### src/rtl/arf_rat_pkg.sv
// rtl/arf_rat_pkg.sv - shared types and sizes for the ARF/RAT slice
package global_defs;

  localparam int ARF_N_ENTRIES  = 32;
  localparam int ROB_N_ENTRIES  = 16;
  localparam int REG_DATA_WIDTH = 32;
  localparam int ARF_ID_WIDTH   = $clog2(ARF_N_ENTRIES);
  localparam int ROB_ID_WIDTH   = $clog2(ROB_N_ENTRIES);

  typedef logic [ARF_ID_WIDTH-1:0]   arf_id_t;
  typedef logic [ROB_ID_WIDTH-1:0]   rob_id_t;
  typedef logic [REG_DATA_WIDTH-1:0] reg_data_t;

  typedef struct packed {
    logic    valid;
    rob_id_t rob_id;
  } rat_entry_t;

  typedef struct packed {
    logic      renamed;
    rob_id_t   rob_id;
    reg_data_t data;
  } lookup_t;

endpackage

### src/rtl/arf_rat_entry.sv
// rtl/arf_rat_entry.sv - one architectural register: committed data plus its alias entry
module arf_rat_entry
  import global_defs::*;
(
  input  logic       clk,
  input  logic       rst,
  input  logic       i_rename,
  input  rob_id_t    i_rename_rob_id,
  input  logic       i_retire,
  input  rob_id_t    i_retire_rob_id,
  input  reg_data_t  i_retire_data,
  input  logic       i_flush,
  output reg_data_t  o_data,
  output rat_entry_t o_rat
);

  reg_data_t  r_data;
  rat_entry_t r_rat;

  // Committed value: every retire to this register lands, regardless of ownership.
  always_ff @(posedge clk) begin
    if (rst) begin
      r_data <= '0;
    end else if (i_retire) begin
      r_data <= i_retire_data;
    end
  end

  // Alias entry: flush beats rename, rename beats the owner-matched release.
  always_ff @(posedge clk) begin
    if (rst) begin
      r_rat <= '0;
    end else if (i_flush) begin
      r_rat.valid <= 1'b0;
    end else if (i_rename) begin
      r_rat.valid  <= 1'b1;
      r_rat.rob_id <= i_rename_rob_id;
    end else if (i_retire && r_rat.valid && (r_rat.rob_id == i_retire_rob_id)) begin
      r_rat.valid <= 1'b0;
    end
  end

  assign o_data = r_data;
  assign o_rat  = r_rat;

endmodule

### src/rtl/arf_rat.sv
// rtl/arf_rat.sv - architectural register file + alias table; optional ARF_RAT_BYPASS_EN retire bypass
module arf_rat
  import global_defs::*;
(
  input  logic      clk,
  input  logic      rst,
  input  logic      dispatch_fire,
  input  logic      dispatch_dst_valid,
  input  arf_id_t   dispatch_dst_arf_id,
  input  rob_id_t   dispatch_rob_id,
  input  arf_id_t   src1_arf_id,
  output logic      src1_renamed,
  output rob_id_t   src1_rob_id,
  output reg_data_t src1_reg_data,
  input  arf_id_t   src2_arf_id,
  output logic      src2_renamed,
  output rob_id_t   src2_rob_id,
  output reg_data_t src2_reg_data,
  input  logic      retire,
  input  rob_id_t   retire_rob_id,
  input  arf_id_t   retire_arf_id,
  input  reg_data_t retire_reg_data,
  input  logic      retire_redirect_pc_valid
);

  reg_data_t  w_arf [ARF_N_ENTRIES];
  rat_entry_t w_rat [ARF_N_ENTRIES];
  arf_id_t    w_src_id [2];
  lookup_t    w_lk [2];
  logic       w_rename_any;

  assign w_rename_any = dispatch_fire & dispatch_dst_valid;

  // x0 has no storage; it reads as an unmapped zero.
  assign w_arf[0] = '0;
  assign w_rat[0] = '0;

  genvar gi;
  generate
    for (gi = 1; gi < ARF_N_ENTRIES; gi++) begin : g_reg
      arf_rat_entry u_entry (
        .clk             (clk),
        .rst             (rst),
        .i_rename        (w_rename_any && (dispatch_dst_arf_id == arf_id_t'(gi))),
        .i_rename_rob_id (dispatch_rob_id),
        .i_retire        (retire && (retire_arf_id == arf_id_t'(gi))),
        .i_retire_rob_id (retire_rob_id),
        .i_retire_data   (retire_reg_data),
        .i_flush         (retire_redirect_pc_valid),
        .o_data          (w_arf[gi]),
        .o_rat           (w_rat[gi])
      );
    end
  endgenerate

  assign w_src_id[0] = src1_arf_id;
  assign w_src_id[1] = src2_arf_id;

  // Both read ports: pre-edge RAT/ARF state, optionally bypassing a matching retire.
  always_comb begin
    for (int k = 0; k < 2; k++) begin
      w_lk[k].renamed = w_rat[w_src_id[k]].valid;
      w_lk[k].rob_id  = w_rat[w_src_id[k]].rob_id;
      w_lk[k].data    = w_arf[w_src_id[k]];
`ifdef ARF_RAT_BYPASS_EN
      if (retire && (retire_arf_id == w_src_id[k]) && w_rat[w_src_id[k]].valid &&
          (w_rat[w_src_id[k]].rob_id == retire_rob_id)) begin
        w_lk[k].renamed = 1'b0;
        w_lk[k].data    = retire_reg_data;
      end
`endif
      if (w_src_id[k] == '0) begin
        w_lk[k] = '0;
      end
    end
  end

  assign src1_renamed  = w_lk[0].renamed;
  assign src1_rob_id   = w_lk[0].rob_id;
  assign src1_reg_data = w_lk[0].data;
  assign src2_renamed  = w_lk[1].renamed;
  assign src2_rob_id   = w_lk[1].rob_id;
  assign src2_reg_data = w_lk[1].data;

endmodule

### config.mk
export PLATFORM = sky130hd
export DESIGN_NAME = arf_rat
export DESIGN_NICKNAME = d
export VERILOG_FILES = /design/src/rtl/arf_rat_pkg.sv /design/src/rtl/arf_rat_entry.sv /design/src/rtl/arf_rat.sv
export SDC_FILE = /design/constraint.sdc
export NUM_CORES = 2
export LEC_CHECK = 0
export CAP_MARGIN = 10
export CELL_PAD_IN_SITES_DETAIL_PLACEMENT = 1
export CELL_PAD_IN_SITES_GLOBAL_PLACEMENT = 1
export CORE_MARGIN = 1.5
export CORE_UTILIZATION = 49
export DETAILED_ROUTE_END_ITERATION = 10
export PLACE_DENSITY = 0.83
export SYNTH_ARGS = -nofsm -noshare
export SYNTH_HDL_FRONTEND = slang
export SYNTH_SLANG_ARGS = --single-unit
### constraint.sdc
create_clock -name clk -period 2.8 [get_ports clk]
set_input_delay 0.56 -clock clk [delete_from_list [all_inputs] [get_ports clk]]
set_output_delay 0.56 -clock clk [all_outputs]
set_load 0.05 [all_outputs]
==> impl_metrics.env, run 1 <==
export IMPL_crit_endpoint="src2_reg_data[3]"
export IMPL_yosysWarnings=0
export IMPL_dp_hpwl_mm=201.9
export IMPL_synth_edf_count=0
export IMPL_clockBufferDepth=3
export IMPL_ys_ff_latch=1147
export IMPL_stop_error="[ERROR GRT-0232] Routing congestion too high. Check the congestion heatmap in the GUI."
export IMPL_grt_use_total_pct=83.19
export IMPL_ys_seq_area_share_pct=37.82
export IMPL_ys_types=54
export IMPL_port_buffers=139
export IMPL_grt_max_degree=127
export IMPL_gp_congestion=0.9887
export IMPL_outcome="stopped before the end"
export IMPL_syn_num_nets=7071
export IMPL_postCtsHoldBufs=0
export IMPL_synthArstFlopShare_pct=0
export IMPL_cts_buffers=131
export IMPL_dp_cells=8753
export IMPL_die_w_microns=355.0
export IMPL_initial_core_util_pct=49.62
export IMPL_synthCells=7005
export IMPL_io_pins=140
export IMPL_synth_avg_cell_area_sq_um=8.668
export IMPL_ys_flop_type="dfxtp_1"
export IMPL_stop_stage="global routing"
export IMPL_worst_endpoint_kind="output port"
export IMPL_netlist_area_sq_um=60720
export IMPL_num_rows=128
export IMPL_htreeDepth=4
export IMPL_die_h_microns=355.0
export IMPL_root_buffer="clkbuf_16"
export IMPL_preCtsSetupSlack_ns=-0.6394
export IMPL_dpl_cell_area_sq_um=69470
export IMPL_clkSinkCount=1147
export IMPL_grt_overflow_total=368
==> cells in the mapped netlist, drive strengths merged (69+ instances only) <==
master  number  area, sq um
a21oi     1117         5590
a221oi      69        635.6
buf        282         1768
clkbuf     424         1593
dfxtp     1147        22960
mux2       128         1441
mux2i      330         3303
mux4       425         9624
nand2     2248         8443
nand3       79        395.4
nor2       151        566.8
o21ai       80        400.4
xnor2      124         1086
==> per-layer routing <==
layer  GRT usage [%]  overflow
met1           81.78        23
met2           92.13       172
met3           77.55        12
met4           81.25       159
met5           62.57         2
==> per-stage QoR <==
step                      hold WS [ns]  util, %
after floorplan                 0.4415        -
after global placement          0.4479    56.77
after detailed placement        0.4615    56.77
after CTS                       0.1672    64.19
==> timing repair <==
item                                    CTS
buffers inserted                        159
resized for setup                       723
pin swaps                               152
gates cloned                             24
endpoints found under the setup margin   74
==> logic make-up after synthesis <==
group	synth area share (%)
and+or+nand+nor	17.29
AOI/OAI and AO/OA	13.90
DFF	37.82
muxes	23.67
buffers and inverters	5.541
xor gates and xnor gates	1.789
==> run 2: changes to the inputs <==
Settings changed: CELL_PAD_IN_SITES_DETAIL_PLACEMENT 1 to not set, CELL_PAD_IN_SITES_GLOBAL_PLACEMENT 1 to not set, CORE_UTILIZATION 49 to 40, PLACE_DENSITY 0.83 to not set, PLACE_DENSITY_LB_ADDON set to 0.15.
==> run 2 against run 1 <==
Net effect: the flow now finishes, with violations (negative setup slack); synthesized cell count did not move; synthesized area did not move.
==> impl_metrics.env, run 2 <==
export IMPL_outcome="complete, but fails checks"
export IMPL_violations="negative setup slack"
export IMPL_netlist_area_sq_um=60720
export IMPL_synth_top_area_share_pct=37.82
export IMPL_multiInputGateArea_sq_um=36920
export IMPL_synth_most_common_cell="nand2_1"
export IMPL_relSlewSlack_pct=42.11
export IMPL_layout_common_cells="nand2_1, a21oi_1, dfxtp_1"
export IMPL_synth_edf_count=0
export IMPL_fillers=13651
export IMPL_ys_seq_area_share_pct=37.82
export IMPL_clk_pin_slew_worst_paths_ns=0.06
export IMPL_num_rows=142
export IMPL_antenna_found_initial=10
export IMPL_cts_buffers=134
export IMPL_drv_cap=0
export IMPL_drt_pass1_iter_count=8
export IMPL_fp_coreArea_sq_um=150300
export IMPL_grt_use_total_pct=36.64
export IMPL_htreeDepth=4
export IMPL_port_buffers=139
export IMPL_rr_worst_depth=4
export IMPL_gp_congestion=0.9597
export IMPL_clkSinkCount=1147
export IMPL_instances_no_fill=9549
export IMPL_period_needed_ns=3.364
export IMPL_drt_wl_total_mm=288.7
export IMPL_setup_ws_ns=-0.5641
export IMPL_synth_top_cells_by_count="nand2_1, dfxtp_1, a21oi_1"
export IMPL_r2r_start="g_reg[17].u_entry.o_rat[0]"
export IMPL_finalInstanceArea_sq_um=79420
export IMPL_largest_reg_flops=992
export IMPL_skew_ns=0.01757
export IMPL_grt_pass1_wl_mm=409.1
export IMPL_insertion_delay_ns=0.78
export IMPL_mostFrequentLayoutCell="nand2_1"
export IMPL_cellLeakagePower_nw=27.35
export IMPL_viasPerCell=6.227
export IMPL_rsz0062_at_grt="true"
export IMPL_setup_tns_ns=-15.96
export IMPL_path_class="flip-flop to output port"
export IMPL_fmax_ghz=0.2973
export IMPL_yosysWarnings=0
export IMPL_root_buffer="clkbuf_16"
export IMPL_ys_ff_latch=1147
export IMPL_yosys_area_top_type="dfxtp_1"
export IMPL_rrSetupSlack_ns=1.56
export IMPL_die_h_microns=392.6
export IMPL_hold_viol_final=0
export IMPL_synthArstFlopShare_pct=0
export IMPL_dp_hpwl_mm=185.9
export IMPL_register_area_sq_um=23240
export IMPL_ys_types=54
export IMPL_crit_fanout=3
export IMPL_clockBufferDepth=3
export IMPL_hold_class="input pin to flip-flop"
export IMPL_dpl_cell_area_sq_um=69770
export IMPL_slew_violations=0
export IMPL_whs_endpoint="g_reg[17].u_entry.o_data[0]"
export IMPL_timing_final_crit_share_pct=120.1
export IMPL_syn_num_nets=7071
export IMPL_cts_tree="yes"
export IMPL_worstPathArrival_ns=2.80
export IMPL_vias=59459
export IMPL_r2r_end="g_reg[17].u_entry.o_rat[4]"
export IMPL_synthCells=7005
export IMPL_fin_hold_ws_ns=0.2544
export IMPL_ys_flop_type="dfxtp_1"
export IMPL_grt_max_degree=150
export IMPL_drtAntennaViolNets=0
export IMPL_preCtsSetupSlack_ns=-0.6960
export IMPL_holdPathStages=2
export IMPL_routedWlPerCell_microns=30.23
export IMPL_remaining_drc_errors=0
export IMPL_die_w_microns=392.6
export IMPL_grt_overflow_total=0
export IMPL_dp_cells=9137
export IMPL_ir_worst_vdd_uv=556.8
export IMPL_drive_above_1_share_pct=30.65
export IMPL_die_area_sq_um=154100
export IMPL_required_ns=2.24
export IMPL_final_nets=7492
export IMPL_start_kind="flip-flop"
export IMPL_worst_pin_slew_ns=0.8646
export IMPL_end_kind="output port"
export IMPL_powerDensity_nw_per_um2=502.3
export IMPL_postCtsHoldBufs=0
export IMPL_syn2layout_area_growth_pct=30.81
export IMPL_hold_start="rst"
export IMPL_initial_core_util_pct=40.39
export IMPL_finalSetupViolations=74
export IMPL_synth_avg_cell_area_sq_um=8.668
export IMPL_io_pins=140
export IMPL_synthTopCellsByArea="dfxtp_1, mux4_2, nand2_1"
export IMPL_drtIter0Drc=8162
export IMPL_grt_pass1_vias=55930
==> run 2: cell counts after synthesis <==
Identical to the previous run, type by type.
==> run 2: kinds of logic after synthesis <==
logic type,Yosys count,synth area share [%]
xor+xnor,124,1.789
mux,883,23.67
simple gates,2643,17.29
buf+inv,707,5.541
compound gates,1501,13.90
flops,1147,37.82
==> run 2: layout make-up <==
class                           instances  area share (%)
Inverter                                1        0.007877
Tap cell                             2016           3.176
Sequential cell                      1147           29.26
Multi-Input combinational cell       5151           46.49
Timing Repair Buffer                  991           15.53
Clock inverter                         40          0.5451
Clock buffer                          199           4.977
Antenna cell                            4         0.01260
==> run 2: worst max path at each step <==
stage,start,cells after the start,end
after floorplan,src1_arf_id[0],7,src1_reg_data[10]
after global placement,src1_arf_id[0],9,src1_reg_data[13]
after detailed placement,src1_arf_id[0],9,src1_reg_data[13]
after CTS,g_reg[27].u_entry.o_data[3],7,src1_reg_data[3]
after global routing,g_reg[27].u_entry.o_data[3],7,src1_reg_data[3]
final,g_reg[27].u_entry.o_data[3],7,src1_reg_data[3]
==> run 2: report_power, final <==
part / leakage (nW) / switching (mW) / internal [mW]
combinational: 15.8 / 3.28 / 2.20
sequential: 9.36 / 0.0886 / 16.4
clock: 2.16 / 7.56 / 10.3
==> run 2: critical path: stages (launching register included) <==
cell,delay [ns]
dfxtp_2,0.33
mux4_2,0.48
nand2_2,0.08
a21oi_2,0.06
a21oi_2,0.22
o211ai_1,0.42
buf_4,0.29
buf_12,0.14
==> run 2: layer usage <==
layer / wire length [microns] / global-route usage, %
met1: 111800 / 49.10
met2: 122700 / 53.61
met3: 36830 / 10.21
met4: 17240 / 19.01
met5: 94 / 0
==> run 2: what timing repair did <==
item / CTS / global route
gates resized for setup: 621 / 249
setup buffers: 96 / 69
setup endpoints to repair: 74 / 74
cloned: 23 / 6
pin swaps: 119 / 113
==> run 2: through the flow <==
step | power (mW) | util [%]
global placement | 21.42 | 46.42
CTS | 39.65 | 51.91
global route | 40.71 | 52.83
floorplan | 19.24 | -
detailed placement | 21.44 | 46.42
finish | 39.89 | 52.84
Note: power is estimated with default switching activity, not from simulation.
